[src/rtl/ezm_prog_feeder.sv]
// Program-memory responder for the 8-bit EZM accumulator CPU: serves opcode/operand
// words in lockstep with the CPU's fetch/execute rhythm and traces the accumulator.
module ezm_prog_feeder #(
  parameter int unsigned AW        = 4,
  parameter int unsigned MAX_STEPS = 255
) (
  input  logic          clk,
  input  logic          rst,
  input  logic          prog_we,
  input  logic [AW:0]   prog_addr,
  input  logic [5:0]    prog_data,
  input  logic [AW:0]   prog_len,
  input  logic          run,
  input  logic [7:0]    cpu_out_i,
  output logic [5:0]    cpu_in_o,
  output logic          cpu_rst_o,
  output logic [7:0]    acc_o,
  output logic          acc_valid_o,
  output logic          busy_o,
  output logic          halted_o,
  output logic          timeout_o
);

  localparam int unsigned DEPTH = 2 ** (AW + 1);
  localparam int unsigned SW    = $clog2(MAX_STEPS + 1);

  typedef enum logic [1:0] {S_IDLE, S_FETCH, S_EXEC, S_HALT} state_t;

  state_t        state;
  logic [5:0]    mem [DEPTH];
  logic [SW-1:0] step_q;
  logic [AW:0]   len_q;
  logic [AW-1:0] pc_q;
  logic          ctl_state;
  logic          prog_end;
  logic          step_limit;

  assign ctl_state  = (state == S_IDLE) || (state == S_HALT);
  assign prog_end   = cpu_out_i >= 8'(len_q);
  assign step_limit = step_q == SW'(MAX_STEPS);
  assign busy_o     = (state == S_FETCH) || (state == S_EXEC);
  assign halted_o   = (state == S_HALT);

  // Program store; survives rst so a reset CPU can be rerun on the same program.
  always_ff @(posedge clk) begin
    if (prog_we && ctl_state) begin
      mem[prog_addr] <= prog_data;
    end
  end

  // Word served to the CPU this cycle; zero whenever the CPU is not being fed.
  always_comb begin
    cpu_in_o = 6'd0;
    case (state)
      S_FETCH: if (!prog_end && !step_limit) cpu_in_o = mem[{cpu_out_i[AW-1:0], 1'b0}];
      S_EXEC:  cpu_in_o = mem[{pc_q, 1'b1}];
      default: cpu_in_o = 6'd0;
    endcase
  end

  always_ff @(posedge clk) begin
    if (rst) begin
      state       <= S_IDLE;
      cpu_rst_o   <= 1'b1;
      acc_o       <= 8'd0;
      acc_valid_o <= 1'b0;
      timeout_o   <= 1'b0;
      step_q      <= '0;
      len_q       <= '0;
      pc_q        <= '0;
    end else begin
      acc_valid_o <= 1'b0;
      case (state)
        S_IDLE, S_HALT: begin
          if (run) begin
            len_q     <= prog_len;
            step_q    <= '0;
            timeout_o <= 1'b0;
            cpu_rst_o <= 1'b0;
            state     <= S_FETCH;
          end
        end
        S_FETCH: begin
          // End-of-program wins over the step limit, so timeout only flags a true runaway.
          if (prog_end || step_limit) begin
            state     <= S_HALT;
            cpu_rst_o <= 1'b1;
            timeout_o <= !prog_end;
          end else begin
            pc_q   <= cpu_out_i[AW-1:0];
            step_q <= step_q + SW'(1);
            state  <= S_EXEC;
          end
        end
        S_EXEC: begin
          acc_o       <= cpu_out_i;
          acc_valid_o <= 1'b1;
          state       <= S_FETCH;
        end
        default: state <= S_IDLE;
      endcase
    end
  end

endmodule

[config.mk]
export PLATFORM = sky130hd
export DESIGN_NAME = ezm_prog_feeder
export DESIGN_NICKNAME = d
export VERILOG_FILES = /design/src/rtl/ezm_prog_feeder.sv
export SDC_FILE = /design/constraint.sdc
export NUM_CORES = 1
export LEC_CHECK = 0
export CAP_MARGIN = 10
export CORE_MARGIN = 2
export CORE_UTILIZATION = 54
export CTS_CLUSTER_DIAMETER = 50
export CTS_CLUSTER_SIZE = 12
export DETAILED_ROUTE_END_ITERATION = 12
export PLACE_DENSITY = 0.8
export SETUP_SLACK_MARGIN = 0.05
export SLEW_MARGIN = 15
export SYNTH_ARGS = -nofsm -noshare
export SYNTH_HDL_FRONTEND = slang
export SYNTH_SLANG_ARGS = --single-unit
[constraint.sdc]
create_clock -name clk -period 2.25 [get_ports clk]
set_input_delay 0.45 -clock clk [delete_from_list [all_inputs] [get_ports clk]]
set_output_delay 0.45 -clock clk [all_outputs]
set_load 0.02 [all_outputs]
Yosys cells after proc, flatten, opt, wreduce, memory -nomap -nowiden
Memories as Yosys holds them, arrays and structs flattened. A register that Yosys moved wholly into a read port is not among the register bits.
Cells that the tools add are included.
- output and inout bits: 19
- logic and storage cells: 51
- memories kept: 1
- bits in writable memories: 192
- bits in registers: 30
- memory list (memory ; depth ; bits a word ; read ports ; clocked after memory_dff ; write ports ; RTL line ; source):
    mem ; 32 ; 6 ; 2 ; 1 ; 1 ; 30 ; logic [5:0] mem [DEPTH];
- bitwise operators: 1
- reductions and logical operators: 14
- equality and inequality tests: 7
- $add $sub $neg: 1
- order comparisons: 1
- mux-type cells: 18
- operator list (operator ; count):
    $mux 8 ; 2
    $pmux 8 s2 ; 1
    $pmux 6 s2 ; 1
    $mux 5 ; 2
    $add 8x1->8 const B ; 1
    $eq 8x8->1 const B ; 1
    $ge 8x5->1 ; 1
    $mux 1 ; 7
    $mux 6 ; 1
    $pmux 2 s3 ; 1
    $reduce_and 3->1 ; 2
    $eq 2x2->1 const B ; 2
    $ne 2x2->1 const B ; 2
    $pmux 1 s2 ; 2
    $reduce_and 2->1 ; 2
    $logic_or 1x1->1 ; 3
    $eq 2x1->1 const B ; 1
    $logic_and 1x1->1 ; 2
    $logic_not 1->1 ; 2
    $logic_not 2->1 ; 1
    $mux 2 ; 1
    $ne 2x1->1 const B ; 1
    $reduce_bool 2->1 ; 1
    $reduce_or 2->1 ; 1
    $not 1->1 ; 1

Longest topological paths before layout
- word-level depth: 6
- gate-level depth with buffers: 10
- gate-level depth less buffers: 7

Worst setup path after synthesis
OpenSTA, ideal clock, no wires.
- path type: input to output
- start: in cpu_out_i[0]
- end: out cpu_in_o[2]
- data required time: 1.800 ns
- setup slack: -0.538 ns
- data arrival time: 2.338 ns
- buffers on the path: 3
- stages on the path: 10
- path through: buf_6 buf_4 inv_1 ha_1 nand2_1 o21ai_0 o31ai_2 buf_4 nand3_2 o21ai_0
- longest elaborated chain between the ends: 5
- elaborated cells on any way between the ends: 6
- RTL lines (what ; RTL line ; source):
    start, declared ; 14 ; input logic [7:0] cpu_out_i,
    $ge 8x5->1 ; 39 ; assign prog_end = cpu_out_i >= 8'(len_q);
    $logic_not 1->1 ; 55 ; S_FETCH: if (!prog_end && !step_limit) cpu_in_o = mem[{cpu_out_i[AW-1:0], 1'b0}];
    $logic_and 1x1->1 ; 55 ;
    $mux 6 * ; 55 ;
    $pmux 6 s2 * ; 54 ; case (state)
    end, declared ; 15 ; output logic [5:0] cpu_in_o,
Every way passes the cells marked *; elsewhere a longest branch is shown, timed or not.

==> results.md <==
- First-pass GRT wire length: about 33 mm
- Lkg Pwr: 4.01 nW
- DRC Markers: 0
- CTS tree: built
- Crit path DAT: 2430 ps
- Slew at the pin closest to its max-slew limit: 564 ps
- Clock sinks: 226
- Root Driver: clkbuf_16
- Area share of the largest cell type after synthesis: 61.8%
- Die extent in x: about 140 um
- Die area: 0.0183 mm^2
- Finish-stage setup viols: 7
- Critical path required time: around 1800 ps
- CP cell instances: buf_12, mux4_2, mux2i_4, nor2_1, a31oi_1, buf_4, o21ai_4, buf_6
- Via density per instance: roughly 5.9
- Max-cap viol count: 0
- Row Count: 48
- Vias in the first global route: between 5000 and 6000
- Failing checks: setup timing
- Placeable core region: about 0.017 mm^2
- Flops & latches, synth: roughly 230
- Number of buffers created by CTS: 25
- Initial core utilization: between 50% and 60%
- 1st-iter DRT viols: 520
- Cell family with most CP delay: multiplexers
- Worst min path class: reg2reg
- Die H: 135 um
- Fillers: about 1100
- Area leader, netlist: edfxtp_1
- Clk pwr share: around 40%
- Utilization after layout: between 60% and 70%
- Tcrit/Tclk final: 128%
- Largest net degree at the start of global routing: 33
- Worst-path maximum fanout: 7
- Io pins: 47
- Post-Syn Nets: approximately 610
- Number of synthesis warnings: 0
- CP max stage delay: roughly 540 ps
- Clk_skew: between 8 and 9 ps
- Drt total wl: ~21 mm
- Seq/Total Area, Yosys: around 69%
- GR Overflow Total: 0
- Antenna violations before repair: 0
- Gate power share: roughly 8.0%
- Synthesis-to-finish area growth: 25.8%
- Primary FF master, synth: edfxtp_1
- NumNets Final: roughly 750
- Diode count: 0
- Drt first pass iters: 5
- Routed wire length per instance: 22.5 um
- Max VDD drop: 676 uV
- DRT antenna net count: 0
- Worst-Skew Late Latency: 520 ps
- Syn avg cell area: ~16 um^2
- Setup CP Type: reg2out
- Fin crit period: 2880 ps
- H-tree depth: 1
- Slew Limit Fails: 0
- Outcome: finished with violations
- Power density over the cells: about 770 mW/mm^2
- Post-synth EDFFs: roughly 190
- Worst slack, placed: -1200 ps
- Unique cell type count in the Yosys netlist: between 50 and 60
- Sequential power share: 51.2%
- Vias: approximately 5600
- Worst-path clk slew: 60 ps
- Synthesized area: 0.00932 mm^2
- Post-CTS Hold Buffers: 0
- Slowest CP cell: mux4_2
- RSZ-0062 raised after global routing: true
- Worst setup EP type: output pin
- Top post-synthesis cells by area: edfxtp_1, dfxtp_1, mux4_2, mux2i_1, mux4_1
- Detail Placement HPWL: 13.5 mm
- Rel. slew slack: 62.0%
- Mapped Cells: between 500 and 600
- Startpoint type of the worst setup path: flop
- Share of layout cells above drive strength 1: roughly 29%
- Asr flop ratio synth: 0%
- CTS Buffer Depth: 3
- Worst setup margin: -634 ps
- Achievable Freq: ~350 MHz
- Buf+Inv Stages, Crit Path: 3
- Final Wtd Congestion: just under 0.9
- Final Hold Viols: 0
- Port Buffers: 46
- TNS Setup: -3620 ps
- Total power: roughly 0.009 W
- Internal power: around 0.0070 W
- Switching Share: 21.8%
- Switching power: approximately 0.0020 W
- GRT Overall Usage: roughly a quarter
layer usage:
| metal | global-route usage (%) | vias up | wire length, um | part of all wire (%) |
|---|---|---|---|---|
| li1 | - | 2535 | - | - |
| met1 | 32.8 | 2830 | 8750 | 41 |
| met2 | 40.4 | 218 | 10600 | 50 |
| met3 | 4.34 | 34 | 1490 | 6.9 |
| met4 | 6.77 | 0 | 527 | 2.5 |
| met5 | 0 | - | 0 | 0 |
synth_stat cells (all sizes together) (3+ instances only):
| library cell | number |
|---|---|
| a21oi | 19 |
| a22oi | 5 |
| a31o | 3 |
| a31oi | 6 |
| a32oi | 6 |
| and3 | 3 |
| buf | 15 |
| clkbuf | 15 |
| dfxtp | 34 |
| edfxtp | 192 |
| ha | 9 |
| inv | 10 |
| mux2 | 6 |
| mux2i | 42 |
| mux4 | 37 |
| nand2 | 30 |
| nand2b | 5 |
| nand3 | 11 |
| nand3b | 4 |
| nand4 | 5 |
| nand4b | 3 |
| nor2 | 61 |
| nor2b | 6 |
| nor3 | 3 |
| o21ai | 11 |
| o311ai | 3 |
| o31ai | 6 |
power by group through the flow:
stage / clock network, W / registers [W] / logic [W]
final: 0.00367 / 0.00461 / 0.000724
after detailed placement: 0 / 0.00470 / 0.000678
after floorplan: 0 / 0.00471 / 0.000333
after global placement: 0 / 0.00470 / 0.000652
after global routing: 0.00388 / 0.00462 / 0.000778
after CTS: 0.00373 / 0.00461 / 0.000711
final timing paths:
kind                               start                endpoint  slack (ps)  cells after the start
hold reg to reg   timeout_o$_SDFFE_PP0P_  timeout_o$_SDFFE_PP0P_         450                      1
setup reg to reg   len_q[1]$_SDFFE_PP0P_                    flop         170                      9
hold / removal    timeout_o$_SDFFE_PP0P_  timeout_o$_SDFFE_PP0P_         450                      1
setup / recovery                    flop             cpu_in_o[5]        -630                      8
through the flow:
stage               hold slack, ps  area [um^2]  std cells
floorplan                      436         9440        571
global placement               441        10800        911
detailed placement             444        10800        911
CTS                            457        11700        953
global route                   480        11700        953
finish                         454        11700        953
area by class of cell:
type                            count  area (um^2)  share of cell area (%)
Sequential cell                   226         6450                    55.0
Multi-Input combinational cell    306         2870                    24.5
Timing Repair Buffer              148         1370                    11.7
Clock buffer                       28          637                    5.43
Tap cell                          225          282                    2.40
Clock inverter                     10         87.6                   0.747
Inverter                           10         40.0                   0.341
worst reg2reg max path, cell delays in order (launching register included):
cell and delay, ps:
dfxtp_1 330, inv_1 70, ha_4 280, nand2b_1 60
a21oi_1 290, buf_4 200, o31a_1 260, buf_4 170
o31ai_1 50, a21oi_1 270
cells in the final DEF, fill, tap and decap left out, types with 3 or more instances in the layout:
cell,count
nand3_1,10
a32oi_1,6
buf_4,91
o21ai_4,5
clkbuf_1,3
a31o_2,3
o21ai_0,5
clkdlybuf4s50_1,35
buf_12,8
dfxtp_1,33
a31oi_1,6
o31ai_1,4
ha_1,7
a21oi_2,5
nor2_1,60
nand3b_1,4
clkinvlp_4,3
clkbuf_16,25
edfxtp_1,192
mux2_2,6
buf_6,8
nand2_1,28
mux2i_1,37
nor2b_1,6
and3_1,3
inv_1,9
o311ai_1,3
nand4_1,5
mux2i_4,3
dlymetal6s2s_1,3
nand4b_1,3
nand2b_1,4
a22oi_1,5
mux4_2,22
a21oi_1,14
mux4_1,15
state kept, by name, summed over array words and instances, names as in the netlist, named ones only:
signal	flops
pc_q	4
state	2
step_q	8
acc_o	8
len_q	5
mem	192
timeout_o	1
cpu_rst_o	1
acc_valid_o	1
cells by family after synthesis:
| group | share of synthesized area, % |
|---|---|
| fa+ha+maj | 1.21 |
| simple gates | 7.50 |
| flops | 69.1 |
| mux | 14.8 |
| buf+inv | 2.32 |
| compound gates | 5.06 |
repair_timing:
item,in CTS,in global routing
endpoints found under the setup margin,18,50
gates resized for setup,56,11
endpoints found under the hold margin,0,0
cloned,3,0
setup buffers,1,1
pin swaps,4,7
No activity file was read; power rests on OpenSTA's default activity.
